## src/rtl/multicycle_datapath.sv

```systemverilog
// Multi-cycle MIPS-subset core: FETCH/DECODE/EXEC/MEM/WB sequencer sharing one ALU and one memory port.
// Memory is a req/ack handshake held until ack; illegal opcodes and (optionally) misaligned addresses halt the core.
module multicycle_datapath #(
  parameter logic [31:0] RESET_PC         = 32'h0000_0000,
  parameter bit          HALT_ON_MISALIGN = 1'b1
) (
  input  logic        Clk,
  input  logic        Rst,
  output logic        MemReq,
  output logic        MemWe,
  output logic [31:0] MemAddr,
  output logic [31:0] MemWData,
  input  logic [31:0] MemRData,
  input  logic        MemAck,
  output logic [31:0] PCOut,
  output logic        InstrRetired,
  output logic        Halted
);

  typedef enum logic [2:0] {
    S_IDLE, S_FETCH, S_DECODE, S_EXEC, S_MEM, S_WB, S_HALT
  } state_t;

  localparam logic [5:0] OP_RTYPE = 6'h00, OP_J  = 6'h02, OP_JAL = 6'h03, OP_BEQ = 6'h04;
  localparam logic [5:0] OP_ADDI  = 6'h08, OP_LW = 6'h23, OP_SW  = 6'h2B;
  localparam logic [5:0] F_JR  = 6'h08, F_ADD = 6'h20, F_SUB = 6'h22;
  localparam logic [5:0] F_AND = 6'h24, F_OR  = 6'h25, F_SLT = 6'h2A;

  state_t      state, state_nx;
  logic [31:0] pc, ir, a, b, alu_out, mdr;
  logic [31:0] regs [32];

  logic [5:0]  opcode, funct;
  logic [4:0]  rs, rt, rd, wb_addr;
  logic [31:0] imm_sext, r_result, mem_addr_raw, wb_data;
  logic        is_ralu, is_jr, is_mem, is_sw, is_lw, legal, exec_halt;

  assign opcode   = ir[31:26];
  assign rs       = ir[25:21];
  assign rt       = ir[20:16];
  assign rd       = ir[15:11];
  assign funct    = ir[5:0];
  assign imm_sext = {{16{ir[15]}}, ir[15:0]};

  assign is_ralu = (opcode == OP_RTYPE) &&
                   (funct == F_ADD || funct == F_SUB || funct == F_AND ||
                    funct == F_OR  || funct == F_SLT);
  assign is_jr   = (opcode == OP_RTYPE) && (funct == F_JR);
  assign is_lw   = (opcode == OP_LW);
  assign is_sw   = (opcode == OP_SW);
  assign is_mem  = is_lw || is_sw;
  assign legal   = is_ralu || is_jr || is_mem || opcode == OP_J || opcode == OP_JAL ||
                   opcode == OP_BEQ || opcode == OP_ADDI;

  assign mem_addr_raw = a + imm_sext;
  assign exec_halt    = HALT_ON_MISALIGN &&
                        ((is_mem && mem_addr_raw[1:0] != 2'b00) || (is_jr && a[1:0] != 2'b00));

  always_comb begin
    r_result = 32'h0;
    case (funct)
      F_ADD:   r_result = a + b;
      F_SUB:   r_result = a - b;
      F_AND:   r_result = a & b;
      F_OR:    r_result = a | b;
      F_SLT:   r_result = ($signed(a) < $signed(b)) ? 32'd1 : 32'd0;
      default: r_result = 32'h0;
    endcase
  end

  assign wb_addr = is_ralu ? rd : rt;
  assign wb_data = is_lw ? mdr : alu_out;

  always_comb begin
    state_nx     = state;
    MemReq       = 1'b0;
    MemWe        = 1'b0;
    MemAddr      = 32'h0;
    InstrRetired = 1'b0;
    case (state)
      S_IDLE:   state_nx = S_FETCH;
      S_FETCH: begin
        MemReq  = 1'b1;
        MemAddr = pc;
        if (MemAck) state_nx = S_DECODE;
      end
      S_DECODE: state_nx = legal ? S_EXEC : S_HALT;
      S_EXEC: begin
        if (exec_halt)                       state_nx = S_HALT;
        else if (is_ralu || opcode == OP_ADDI) state_nx = S_WB;
        else if (is_mem)                     state_nx = S_MEM;
        else begin
          InstrRetired = 1'b1;
          state_nx     = S_FETCH;
        end
      end
      S_MEM: begin
        MemReq  = 1'b1;
        MemWe   = is_sw;
        MemAddr = alu_out;
        if (MemAck) begin
          InstrRetired = is_sw;
          state_nx     = is_sw ? S_FETCH : S_WB;
        end
      end
      S_WB: begin
        InstrRetired = 1'b1;
        state_nx     = S_FETCH;
      end
      S_HALT:   state_nx = S_HALT;
      default:  state_nx = S_IDLE;
    endcase
  end

  assign MemWData = b;
  assign PCOut    = pc;
  assign Halted   = (state == S_HALT);

  always_ff @(posedge Clk) begin
    if (!Rst) begin
      state   <= S_IDLE;
      pc      <= RESET_PC;
      ir      <= 32'h0;
      a       <= 32'h0;
      b       <= 32'h0;
      alu_out <= 32'h0;
      mdr     <= 32'h0;
      for (int i = 0; i < 32; i++) regs[i] <= 32'h0;
    end else begin
      state <= state_nx;
      case (state)
        S_FETCH: if (MemAck) begin
          ir <= MemRData;
          pc <= pc + 32'd4;
        end
        S_DECODE: begin
          a       <= regs[rs];
          b       <= regs[rt];
          alu_out <= pc + (imm_sext << 2);
        end
        S_EXEC: if (!exec_halt) begin
          // Misaligned addresses only get here when they are to be truncated.
          if (is_ralu)                 alu_out <= r_result;
          else if (opcode == OP_ADDI)  alu_out <= mem_addr_raw;
          else if (is_mem)             alu_out <= {mem_addr_raw[31:2], 2'b00};
          else if (opcode == OP_BEQ)   begin if (a == b) pc <= alu_out; end
          else if (opcode == OP_J)     pc <= {pc[31:28], ir[25:0], 2'b00};
          else if (opcode == OP_JAL) begin
            pc       <= {pc[31:28], ir[25:0], 2'b00};
            regs[31] <= pc;
          end
          else if (is_jr)              pc <= {a[31:2], 2'b00};
        end
        S_MEM: if (MemAck && is_lw) mdr <= MemRData;
        S_WB: if (wb_addr != 5'd0) regs[wb_addr] <= wb_data;
        default: ;
      endcase
    end
  end

endmodule

```

## config.mk

```make
export PLATFORM = sky130hd
export DESIGN_NAME = multicycle_datapath
export DESIGN_NICKNAME = d
export VERILOG_FILES = /design/src/rtl/multicycle_datapath.sv
export SDC_FILE = /design/constraint.sdc
export NUM_CORES = 2
export LEC_CHECK = 0
export CORE_MARGIN = 2
export CORE_UTILIZATION = 55
export CTS_BUF_LIST = sky130_fd_sc_hd__clkbuf_8
export CTS_CLUSTER_SIZE = 10
export DETAILED_ROUTE_END_ITERATION = 6
export PLACE_DENSITY = 0.75
export SYNTH_ARGS = -nofsm -noshare
export SYNTH_HDL_FRONTEND = slang
export SYNTH_SLANG_ARGS = --single-unit
```

## constraint.sdc

```tcl
create_clock -name Clk -period 3.68 [get_ports Clk]
set_input_delay 0.368 -clock Clk [delete_from_list [all_inputs] [get_ports Clk]]
set_output_delay 0.368 -clock Clk [all_outputs]
set_load 0.01 [all_outputs]
```

* Yosys cells after proc, flatten, opt, wreduce, memory -nomap -nowiden
Memories as Yosys holds them, arrays and structs flattened. A register that Yosys moved wholly into a read port is not among the register bits.
Index checks and enable logic that the tools add are counted.
** Word-level totals
- Memory bits (writable) :: 1024
- ROM bits :: 0
- Register bits :: 131
- Word-level logic and storage cells :: 138
- Bits in latches :: 0
- Memories kept :: 1
** Memory list
- regs :: words 32, width 32, read ports 2, clocked after memory_dff 2, write ports 32, RTL line 31 : logic [31:0] regs [32];
** Cells by class
- $lt $le $gt $ge :: 1
- Bitwise operators :: 3
- Equality and inequality tests :: 31
- Multipliers :: 0
- Mux-type cells :: 55
- Add/sub/neg operators :: 5
- Shifts and indexed selects :: 0
- Div/mod/pow operators :: 0
- Reduce and logical (&&, ||, !) cells :: 36
** Operators by type and width (number)
- $mux W32 :: 17
- $pmux W32 S2 :: 3
- $pmux W32 S5 :: 1
- $add A32 B32 Y32 :: 3
- $eq A6 B6 Y1 const B :: 7
- $add A32 B3 Y32 const B :: 1
- $and A32 B32 Y32 :: 1
- $eq A32 B32 Y1 :: 1
- $lt A32 B32 Y1 :: 1
- $or A32 B32 Y32 :: 1
- $reduce_or A32 Y1 :: 1
- $sub A32 B32 Y32 :: 1
- $mux W1 :: 23
- $mux W3 :: 7
- $pmux W3 S6 :: 1
- $logic_or A1 B1 Y1 :: 13
- $eq A6 B2 Y1 const B :: 2
- $eq A6 B4 Y1 const B :: 2
- $ne A2 B2 Y1 const B :: 6
- $ne A3 B3 Y1 const B :: 4
- $mux W5 :: 2
- $reduce_and A10 Y1 :: 1
- $eq A3 B3 Y1 const B :: 3
- $reduce_and A8 Y1 :: 1
- 16 further kinds :: 28

* Longest topological paths before layout
- Depth after elaboration :: 14
- Depth in mapped cells :: 14
- Mapped depth without buffers :: 13

* Worst setup path before layout
OpenSTA, ideal clock, no wires.
- Kind :: reg2reg
- From :: register ir[29]
- To :: memory regs[31][0] (enable)
- Clock period less this slack :: 3.723 ns
- Cell stages (with the launch flop) :: 15
- Data arrival time :: 3.156 ns
- Required time :: 3.112 ns
- Slack :: -0.043 ns
- Buffers on the path :: 4
- Cells stage by stage :: dfxtp_1 clkbuf_1 or4_4 nor2b_2 o2111a_1 buf_4 nand3b_1 o41ai_2 nor2b_1 nor3_1 and2_1 buf_6 nand2_2 buf_4 o211ai_1
** RTL lines
- start, declared :: RTL line 30 : logic [31:0] pc, ir, a, b, alu_out, mdr;
- start signal, assigned :: RTL line 133 : ir <= MemRData;
- end, declared :: RTL line 31

* Worst setup path in the final report
- From :: register a[6], read port of regs
- To :: register alu_out[31]
** Between the ends
- Cells in the longest elaborated chain, start to end :: 6
** Ends and longest elaborated chain
- start, declared :: RTL line 30
- $add A32 B32 Y32 :: RTL line 55 : assign mem_addr_raw = a + imm_sext;
- $mux W32 :: RTL line 145 : else if (is_mem) alu_out <= {mem_addr_raw[31:2], 2'b00};
- $mux W32 :: RTL line 144 : else if (opcode == OP_ADDI) alu_out <= mem_addr_raw;
- $mux W32 (*) :: RTL line 143 : if (is_ralu) alu_out <= r_result;
- $mux W32 (*) :: RTL line 141 : S_EXEC: if (!exec_halt) begin
- $pmux W32 S2 (*) :: RTL line 131 : case (state)
- end signal, assigned :: RTL line 143
- end signal, assigned :: RTL line 144
- end signal, assigned :: RTL line 145
- end, declared :: RTL line 30
Every way passes the cells marked *; elsewhere a longest branch is shown, timed or not. The select of a mux whose other input is x is not followed.
A chain may end at the register's enable or synchronous reset.

==> metrics.md <==
| Metric | Value |
|---|---|
| Min Tclk post-route | ~3.6 ns |
| Site Rows | around 130 |
| DRT Pass-1 Iters | 7 |
| Crit path max fanout | 9 |
| PwrDens | roughly 420 nW/um^2 |
| Post-DP HPWL | about 180000 um |
| Number of CTS-inserted buffers | 200 |
| Initial Utilization | 0.556 |
| Class of the worst hold path | in -> reg |
| WP data required | between 4 and 5 ns |
| Initial antenna violation count | 14 |
| Period utilization | 0.989 |
| CTS tree | done |
| Max Fclk | ~270 MHz |
| Post-synthesis sequential area ratio | 0.502 |
| Synth area leader | edfxtp_1 |
| Top Metal Used | met5 |
| Routed length on met1 | ~88000 um |
| Final Wtd Congestion | approximately 1.0 |
| Fraction of layout cells with a size suffix above 1 | 0.248 |
| # H-tree levels | 4 |
| Worst EP arrival | approximately 4.5 ns |
| Clock Path Buffers | 3 |
| Routed Antenna Nets | 0 |
| Async SR Flop Fraction | 0 |
| Setup TNS | 0 ns |
| Layout area overhead | 15.2% |
| Max Clock Skew | ~0.055 ns |
| Minimum setup slack among reg-to-reg paths | between 0.04 and 0.05 ns |
| Failing checks | design-rule violations |
| Die Width | 358 um |
| CP Capture Type | flip-flop |
| Post-synth top flop | edfxtp_1 |
| Largest net degree at the start of global routing | 93 |
| Max-slew violations | 0 |
| Final Setup Violations | 0 |
| Final Net Count | 6119 |
| CTS Root Cell | clkbuf_8 |
| First-pass GRT wire length | around 380000 um |
| Synth Cell Area | 69000 um^2 |
| CP max-delay cell | o211ai_1 |
| Crit start category | flip-flop |
| I/O Buffers | around 130 |
| Grt total ovfl | 0 |
| 1st-iter DRT viols | around 8500 |
| Outcome | finished with violations |
| Clock Latency Late Sink | about 0.96 ns |
| Worst-path clk slew | about 0.060 ns |
| Core Util, Final | 0.640 |
| Tot GR Track Use | 0.417 |
| Synth unique cells | 83 |
| Metal3 WL | about 40000 um |
| Mapped Cells | around 5600 |
| Worst IR Drop VDD | approximately 360 uV |
| Leak pwr | 26.7 nW |
| Max-cap violations | 0 |
| Detail Route met2 WL | 119000 um |
| Worst-path cell chain | inv_1, ha_2, nor3b_1, nor3_1, o41ai_1, buf_4, o211ai_1, a31oi_1, o21ai_1, a31oi_1, xnor2_1, a221oi_1, o32ai_1 |
| I/O pins | around 140 |
| Crit Path Category | reg -> reg |
| Post-synth EDFFs | around 1000 |
| Slew margin rel. | 0.285 |
| Clock Sinks | about 1200 |
| Cell mode on critical path | a31oi_1 |
| CP max stage delay | 0.50 ns |
| Via/cell ratio | between 7 and 8 |
| Synthesis-stage register bit count | roughly 1200 |
| Share of the synthesized area in the top cell type | 0.446 |
| Top cells by area, synth | edfxtp_1 (45%), mux4_2 (21%), nor2_1 (6.5%) |
| Die area | 128000 um^2 |
| WL/cell | roughly 35 um |
| Average size of a mapped cell | 12.3 um^2 |
| Worst-Margin Slew | approximately 1.1 ns |
| Core area | about 120000 um^2 |
| Die Ht | 358 um |
| Final WL | around 270000 um |
| Synth Warn # | 0 |
| RSZ-0062 raised after global routing | yes |
| Number of global-route vias before repair | roughly 53000 |
| Vias | 54300 |
| DRC Markers | 3 |
| Final hold violation count | 0 |
==> area by class of cell <==
class	instances	area, um^2
fill	9163	44600
clock inverter	141	779
tap	1637	2050
clock buffer	216	2970
antenna	5	12.5
sequential	1219	34700
inverter	113	432
timing repair buffer	585	5890
multi-input combinational	3789	32700
==> stage by stage <==
step | cell area (um^2) | hold WS, ns | power (mW) | setup slack (ns) | std cells
floorplan | 69200 | 0.436 | 19.2 | 0.0114 | 5636
global placement | 75300 | 0.476 | 21.6 | -0.318 | 7323
detailed placement | 75300 | 0.480 | 21.7 | -0.321 | 7323
CTS | 79300 | 0.00123 | 32.9 | -0.0991 | 7698
global route | 79500 | 0.0328 | 34.0 | -0.0983 | 7702
finish | 79500 | 0.0416 | 33.2 | 0.0400 | 7705
==> where the power goes <==
group	switching [mW]	leakage, nW	internal, mW
clock network	5.76	2.17	5.70
registers	0.433	12.1	15.4
logic	3.51	12.3	2.36
==> worst paths after layout <==
check,start,endpoint,cells past startpoint
worst max-delay path,a[6]$_SDFFE_PN0P_,alu_out[31]$_SDFFE_PN0P_,13
worst min-delay path,MemRData[11],mdr[11]$_SDFFE_PN0P_,3
worst max register to register,a[6]$_SDFFE_PN0P_,alu_out[31]$_SDFFE_PN0P_,13
worst min register to register,mdr[0]$_SDFFE_PN0P_,mdr[0]$_SDFFE_PN0P_,2
==> cell usage in the layout (no fill, tap or decap), types with 17 or more instances in the layout <==
master,netlist,routed
mux2i_1,106,74
buf_12,0,88
nand3_1,43,43
conb_1,1,32
mux2i_4,0,32
nand2_1,368,332
clkinv_2,0,22
and2_1,20,17
nor2b_1,19,19
a311oi_1,19,18
xnor2_1,56,56
and3_1,22,22
edfxtp_1,1024,1024
mux4_2,640,640
a31oi_1,34,34
buf_4,6,342
o211ai_1,33,33
nand2_2,21,56
a21o_1,43,43
o21ai_0,141,137
o221ai_1,19,19
xor2_1,21,21
nor2_1,1201,1196
dfxtp_1,195,179
o21bai_1,19,19
ha_1,172,170
inv_1,112,178
a22o_1,35,35
clkinv_1,0,34
a21oi_1,270,269
a211oi_1,100,96
clkdlybuf4s50_1,0,132
o31ai_1,20,20
nor3_1,63,58
clkbuf_8,0,216
o21ai_1,33,36
nand4_1,29,29
==> metal layers <==
metal  up-vias  GRT usage
li1      21800          -
met1     26600      0.521
met2      4778      0.620
met3      1061      0.148
met4        18      0.268
met5         -          0
==> synthesized netlist by cell type (all sizes together), types with 63 or more instances <==
| master | count |
|---|---|
| nor2 | 1202 |
| edfxtp | 1024 |
| mux4 | 640 |
| nand2 | 389 |
| clkbuf | 344 |
| a21oi | 270 |
| dfxtp | 195 |
| o21ai | 174 |
| ha | 172 |
| buf | 171 |
| inv | 113 |
| mux2i | 106 |
| a211oi | 100 |
| nor3 | 63 |
==> cells by family after synthesis <==
group,synth area share
fa+ha+maj,0.0323
mux,0.224
simple gates,0.113
buf+inv,0.0366
xor+xnor,0.00977
compound gates,0.0819
flops,0.502
other cells,0.0000543
==> repair_timing <==
item | 4_1_cts | 5_1_grt
buffers inserted | 3 | 2
endpoints found under the setup margin | 62 | 202
pin swaps | 0 | 4
gates resized for setup | 11 | 41
hold buffers | 15 | 0
hold endpoints to repair | 33 | 0
==> worst max-delay path, delay by kind of cell, from the launching register on <==
family | cells | cell delay, ns
and+or+nand+nor | 2 | 0.45
adders and majority gates | 1 | 0.46
buffers and inverters | 2 | 0.30
DFF | 1 | 0.34
xor gates and xnor gates | 1 | 0.16
AOI/OAI and AO/OA | 7 | 1.80
==> registers in the layout, indices dropped and copies added, names as in the netlist <==
register  count
regs       1024
MemWData     32
PCOut        32
a            32
alu_out      32
ir           32
mdr          32
state         3
Note: power is estimated with default switching activity, not from simulation.
